--- src/rtl/pit_multi.sv ---
// Multi-channel programmable interval timer: NUM_CH down-counting channels sharing one prescaler.
// Optional sticky pending flags are enabled by defining PIT_MULTI_STICKY_IRQ_EN.
module pit_multi #(
  parameter  int NUM_CH     = 4,
  parameter  int CNT_W      = 16,
  parameter  int PRESCALE_W = 8,
  localparam int CH_W       = (NUM_CH > 1) ? $clog2(NUM_CH) : 1
) (
  input  logic                  clk,
  input  logic                  rst_n,
  input  logic                  wr_en,
  input  logic [CH_W-1:0]       wr_ch,
  input  logic [CNT_W-1:0]      wr_reload,
  input  logic                  wr_repeat,
  input  logic                  wr_presc,
  input  logic                  wr_arm,
  input  logic                  div_we,
  input  logic [PRESCALE_W-1:0] div_value,
  output logic [NUM_CH-1:0]     irq,
  output logic [NUM_CH-1:0]     active,
  input  logic [NUM_CH-1:0]     irq_clr,
  output logic [NUM_CH-1:0]     irq_pending,
  output logic                  irq_any
);

  logic [PRESCALE_W-1:0] presc_cnt;
  logic [PRESCALE_W-1:0] div_q;
  logic                  ptick;
  logic [NUM_CH-1:0]     wr_sel;
  logic [NUM_CH-1:0]     expire;

  // A divide write restarts the prescaler phase and suppresses the tick on that edge.
  assign ptick = (presc_cnt == div_q) && !div_we;

  always_ff @(posedge clk or negedge rst_n) begin
    if (!rst_n) begin
      presc_cnt <= '0;
      div_q     <= '0;
    end else if (div_we) begin
      div_q     <= div_value;
      presc_cnt <= '0;
    end else if (ptick) begin
      presc_cnt <= '0;
    end else begin
      presc_cnt <= presc_cnt + 1'b1;
    end
  end

  always_comb begin
    wr_sel = '0;
    if (wr_en && (32'(wr_ch) < NUM_CH))
      wr_sel[wr_ch] = 1'b1;
  end

  for (genvar g = 0; g < NUM_CH; g++) begin : g_ch
    logic [CNT_W-1:0] cnt_q;
    logic [CNT_W-1:0] reload_q;
    logic             rep_q;
    logic             presc_q;
    logic             act_q;
    logic             irq_q;
    logic             tick;

    assign tick      = act_q & (presc_q ? ptick : 1'b1);
    // A config write on the same edge takes priority over expiry.
    assign expire[g] = tick & (cnt_q == CNT_W'(1)) & ~wr_sel[g];
    assign active[g] = act_q;
    assign irq[g]    = irq_q;

    always_ff @(posedge clk or negedge rst_n) begin
      if (!rst_n) begin
        cnt_q    <= '0;
        reload_q <= '0;
        rep_q    <= 1'b0;
        presc_q  <= 1'b0;
        act_q    <= 1'b0;
        irq_q    <= 1'b0;
      end else if (wr_sel[g]) begin
        cnt_q    <= wr_reload;
        reload_q <= wr_reload;
        rep_q    <= wr_repeat;
        presc_q  <= wr_presc;
        act_q    <= wr_arm & (wr_reload != '0);
        irq_q    <= 1'b0;
      end else begin
        irq_q <= expire[g];
        if (expire[g]) begin
          if (rep_q) begin
            cnt_q <= reload_q;
          end else begin
            cnt_q <= '0;
            act_q <= 1'b0;
          end
        end else if (tick && (cnt_q > CNT_W'(1))) begin
          cnt_q <= cnt_q - 1'b1;
        end
      end
    end
  end

`ifdef PIT_MULTI_STICKY_IRQ_EN
  logic [NUM_CH-1:0] pend_q;
  logic [NUM_CH-1:0] pend_d;
  logic              any_q;

  // Set wins over clear when both land on the same edge.
  assign pend_d = (pend_q & ~irq_clr) | expire;

  always_ff @(posedge clk or negedge rst_n) begin
    if (!rst_n) begin
      pend_q <= '0;
      any_q  <= 1'b0;
    end else begin
      pend_q <= pend_d;
      any_q  <= |pend_d;
    end
  end

  assign irq_pending = pend_q;
  assign irq_any     = any_q;
`else
  logic unused_irq_clr;
  assign unused_irq_clr = ^irq_clr;
  assign irq_pending    = '0;
  assign irq_any        = 1'b0;
`endif

endmodule

--- config.mk ---
export PLATFORM = sky130hd
export DESIGN_NAME = pit_multi
export DESIGN_NICKNAME = d
export VERILOG_FILES = /design/src/rtl/pit_multi.sv
export SDC_FILE = /design/constraint.sdc
export NUM_CORES = 1
export LEC_CHECK = 0
export ABC_CLOCK_PERIOD_IN_PS = 3270
export BUFFER_PORTS_ARGS = -buffer_cell sky130_fd_sc_hd__buf_2
export CORE_ASPECT_RATIO = 1.5
export CORE_MARGIN = 5
export CORE_UTILIZATION = 60
export CTS_BUF_LIST = sky130_fd_sc_hd__clkbuf_2 sky130_fd_sc_hd__clkbuf_4 sky130_fd_sc_hd__clkbuf_8
export CTS_CLUSTER_DIAMETER = 100
export DETAILED_ROUTE_END_ITERATION = 10
export PLACE_DENSITY_LB_ADDON = 0.3
export SLEW_MARGIN = 30
export SYNTH_ARGS = -nofsm -noshare
export SYNTH_HDL_FRONTEND = slang
export SYNTH_SLANG_ARGS = --single-unit
--- constraint.sdc ---
create_clock -name clk -period 3.27 [get_ports clk]
set_clock_uncertainty 0.05 [all_clocks]
set_input_delay 0.4905 -clock clk [delete_from_list [all_inputs] [get_ports clk]]
set_output_delay 0.4905 -clock clk [all_outputs]
set_load 0.1 [all_outputs]
==> results.ini <==
[outcome]
status=finished clean

[synth]
ys_seq_elements=160
synth_area_leader_cell=dfrtp_1
synthXorXnorAreaFrac_pct=4.73
yosysSeqAreaShare_pct=46.0
yosys_warnings=0
synth_top_family_by_area=simple AND/OR/NAND/NOR gates
synth_top_flop_cell=dfrtp_1
synthCells=1009
synth_mux_area_share_pct=2.53
syn_area_per_cell_um2=8.62
synthAdderAreaFrac_pct=1.29
synth-edff-count=0
ys_async_sr_fraction_pct=100
syn_area_um2=8700
ys_top_cells_by_area=dfrtp_1, nand2_1, nor2_1
synth.top_cell.area_share_pct=46.0
synthSimpleGateAreaFrac_pct=25.3
ys_types=68
synth_compound_area_share_pct=15.4

[drt]
drc_errors=0
drt_iter0_drc=497
vias=7405
detail_route.first_pass.iterations=5
wl_per_cell_um=17.7
routed_wl_um=21900
via_per_inst=5.96
antenna_left=0

[clock_network]
holdBufCountCts=1
clock_path_buffers=2
cts_tree=yes
post-cts-setup-buffer-count=0
clock-sinks=160
cts_resized=0
clock_latency_ns=0.47
htree_num_levels=4
numCtsBuffers=17
cts-root-buf=clkbuf_8
path_clk_slew_ns=0.08

[worst_hold_path]
hp-start=div_value[2]
hold_path_class=input port to register

[global_routing]
grt_pass1_vias=7274
grt_pass1_wl_um=35800
track_usage_pct=27.0
antenna_found_initial=0
grt-ovfl-total=0
grt_max_degree=65

[pwr]
leakage_nw=4.19
p_seq_share_pct=48.5
intPower_mw=3.96
combPwrFrac_pct=28.5
net-switching-power_mw=2.37
switching_share_pct=37.5
ir_drop_mv=0.343
pwr-share-clk_pct=23.0
p_per_area_nw_per_um2=670

[critical_path]
reg2reg_depth=8
crit_top_cell=nor4_1
cp-end-kind=register
cp-endpoint=g_ch[1].cnt_q[7]$_DFFE_PN0P_
cp_slowest_cell=nor4_1
rr_endpoint=g_ch[1].cnt_q[7]$_DFFE_PN0P_
rrSetupSlack_ns=0.47
criticalPathCategory=register to register
path_cells=nor4_1 -> and2_1 -> nand4_1 -> nor4_1 -> buf_4 -> o2bb2ai_1 -> o21ai_0 -> a21oi_1
arrival_ns=3.14
crit_path_max_fanout=10
reg2reg_from=g_ch[1].cnt_q[5]$_DFFE_PN0P_
critPathLaunch=g_ch[1].cnt_q[5]$_DFFE_PN0P_
critPathMaxStageDelay_ns=0.53
cp-start-kind=register
required_ns=3.61

[sta]
setup_violations=0
fmax_mhz=357
min_period_over_period_pct=85.7
max-slew-margin-rel_pct=56.0
post-route-min-period_ns=2.80
tightest_slew_ns=0.655
rsz0062_at_grt=no
hold_viol_final=0
setup_tns_ns=0
slew_viol_final=0

[floorplanning]
die_x_um=108
std_cell_rows=54
dieHeight_um=157
io_pins=50
die_area_um2=17100
start_util_pct=60.4
core_area_um2=14400

[finish]
drive_above_1_share_pct=13.2
area_delta_synth_final_pct=8.56
nFillCells=1222
final_nets=1079
fin_area_um2=9440
antennaDiodeCount=0

[place]
place_hpwl_um=15200
gp_congestion=0.908
io_buffers=40
dpl_cell_area_um2=9040

[run]
drv_cap=0

cells by family (layout without fill, tap and decap cells):
| kind of cell | after synthesis | in the layout |
|---|---|---|
| compound gates | 207 | 207 |
| xor+xnor | 47 | 47 |
| fa+ha+maj | 9 | 9 |
| buf+inv | 80 | 113 |
| flops | 160 | 160 |
| mux | 21 | 21 |
| other cells | 1 | 5 |
| simple gates | 484 | 484 |
stage by stage:
step	hold slack [ns]	worst slack (ns)	instances	util (%)	power, mW
floorplan	0.145	0.854	1013	-	4.38
global placement	0.408	0.521	1209	62.8	4.80
detailed placement	0.414	0.494	1209	62.8	4.89
CTS	0.181	0.477	1242	65.6	6.33
global route	0.204	0.260	1242	65.6	6.74
finish	0.200	0.467	1242	65.6	6.33
registers in the layout, indices dropped and copies added (netlist names):
signal	flops
g_ch.cnt_q	64
g_ch.reload_q	64
div_q	8
presc_cnt	8
g_ch.act_q	4
g_ch.irq_q	4
g_ch.presc_q	4
g_ch.rep_q	4
worst min-delay path by stage:
stage,cells after the start,slack [ns],to
floorplan,0,0.14,div_q[0]$_DFFE_PN0P_
global placement,2,0.41,g_ch[2].reload_q[1]$_DFFE_PN0P_
detailed placement,2,0.41,g_ch[3].reload_q[5]$_DFFE_PN0P_
CTS,2,0.18,div_q[2]$_DFFE_PN0P_
global route,2,0.20,div_q[1]$_DFFE_PN0P_
finish,2,0.20,div_q[2]$_DFFE_PN0P_
cell usage in the layout, fill, tap and decap left out, types with 9 or more instances in the layout:
master | netlist | final
a21oi_1 | 54 | 54
a221oi_1 | 13 | 13
a31oi_1 | 10 | 10
buf_2 | 7 | 39
buf_4 | 15 | 24
clkbuf_8 | 0 | 18
dfrtp_1 | 160 | 160
ha_1 | 9 | 9
inv_1 | 14 | 14
mux2i_1 | 13 | 13
nand2_1 | 262 | 262
nand3_1 | 23 | 23
nand4_1 | 9 | 9
nor2_1 | 86 | 85
nor3_1 | 26 | 26
nor4_1 | 19 | 19
o211ai_1 | 11 | 11
o21ai_0 | 51 | 51
xnor2_1 | 31 | 31
xor2_1 | 16 | 16
Yosys cell counts (3+ instances only):
cell type	instances
nand2_1	262
dfrtp_1	160
nor2_1	86
a21oi_1	54
o21ai_0	51
clkbuf_1	34
xnor2_1	31
nor3_1	26
nand3_1	23
nor4_1	19
xor2_1	16
buf_4	15
inv_1	14
a221oi_1	13
mux2i_1	13
o211ai_1	11
a31oi_1	10
ha_1	9
nand4_1	9
a211oi_1	8
a21o_1	8
and3_1	8
mux2_2	8
a21oi_2	7
buf_2	7
o31ai_1	7
or4_1	7
nor2_2	6
o2bb2ai_1	6
buf_1	5
buf_6	5
o21ai_1	5
or3_1	5
and2_1	4
a22oi_1	3
a2bb2oi_1	3
nand2b_1	3
nor4b_1	3
or2_2	3
or4_4	3
final cells by class:
class | count | area, um2 | share of cell area (%)
well taps | 196 | 245 | 2.60
clock buffers | 19 | 255 | 2.70
inverters | 14 | 52.6 | 0.557
repair buffers | 67 | 437 | 4.63
flip-flops and latches | 160 | 4000 | 42.4
multi-input cells | 773 | 4310 | 45.7
clock inverters | 13 | 135 | 1.43
layer usage:
layer / track usage, % / vias to the layer above / routed length (um)
li1: - / 3537 / -
met1: 32.8 / 3626 / 8730
met2: 47.2 / 190 / 11400
met3: 3.86 / 52 / 1020
met4: 12.7 / 0 / 793
met5: 0 / - / 0
worst max-delay path: cells and delay by family (launching register included):
family / cells / cell delay [ns]
compound gates: 3 / 0.50
buf+inv: 1 / 0.26
flops: 1 / 0.43
simple gates: 4 / 1.50
power groups by stage:
stage	logic, mW	clock network (mW)	registers (mW)
floorplan	1.48	0	2.89
global placement	1.74	0	3.06
detailed placement	1.80	0	3.08
CTS	1.81	1.47	3.05
global route	2.03	1.56	3.15
finish	1.81	1.46	3.07
(Power assumes the default switching activity.)
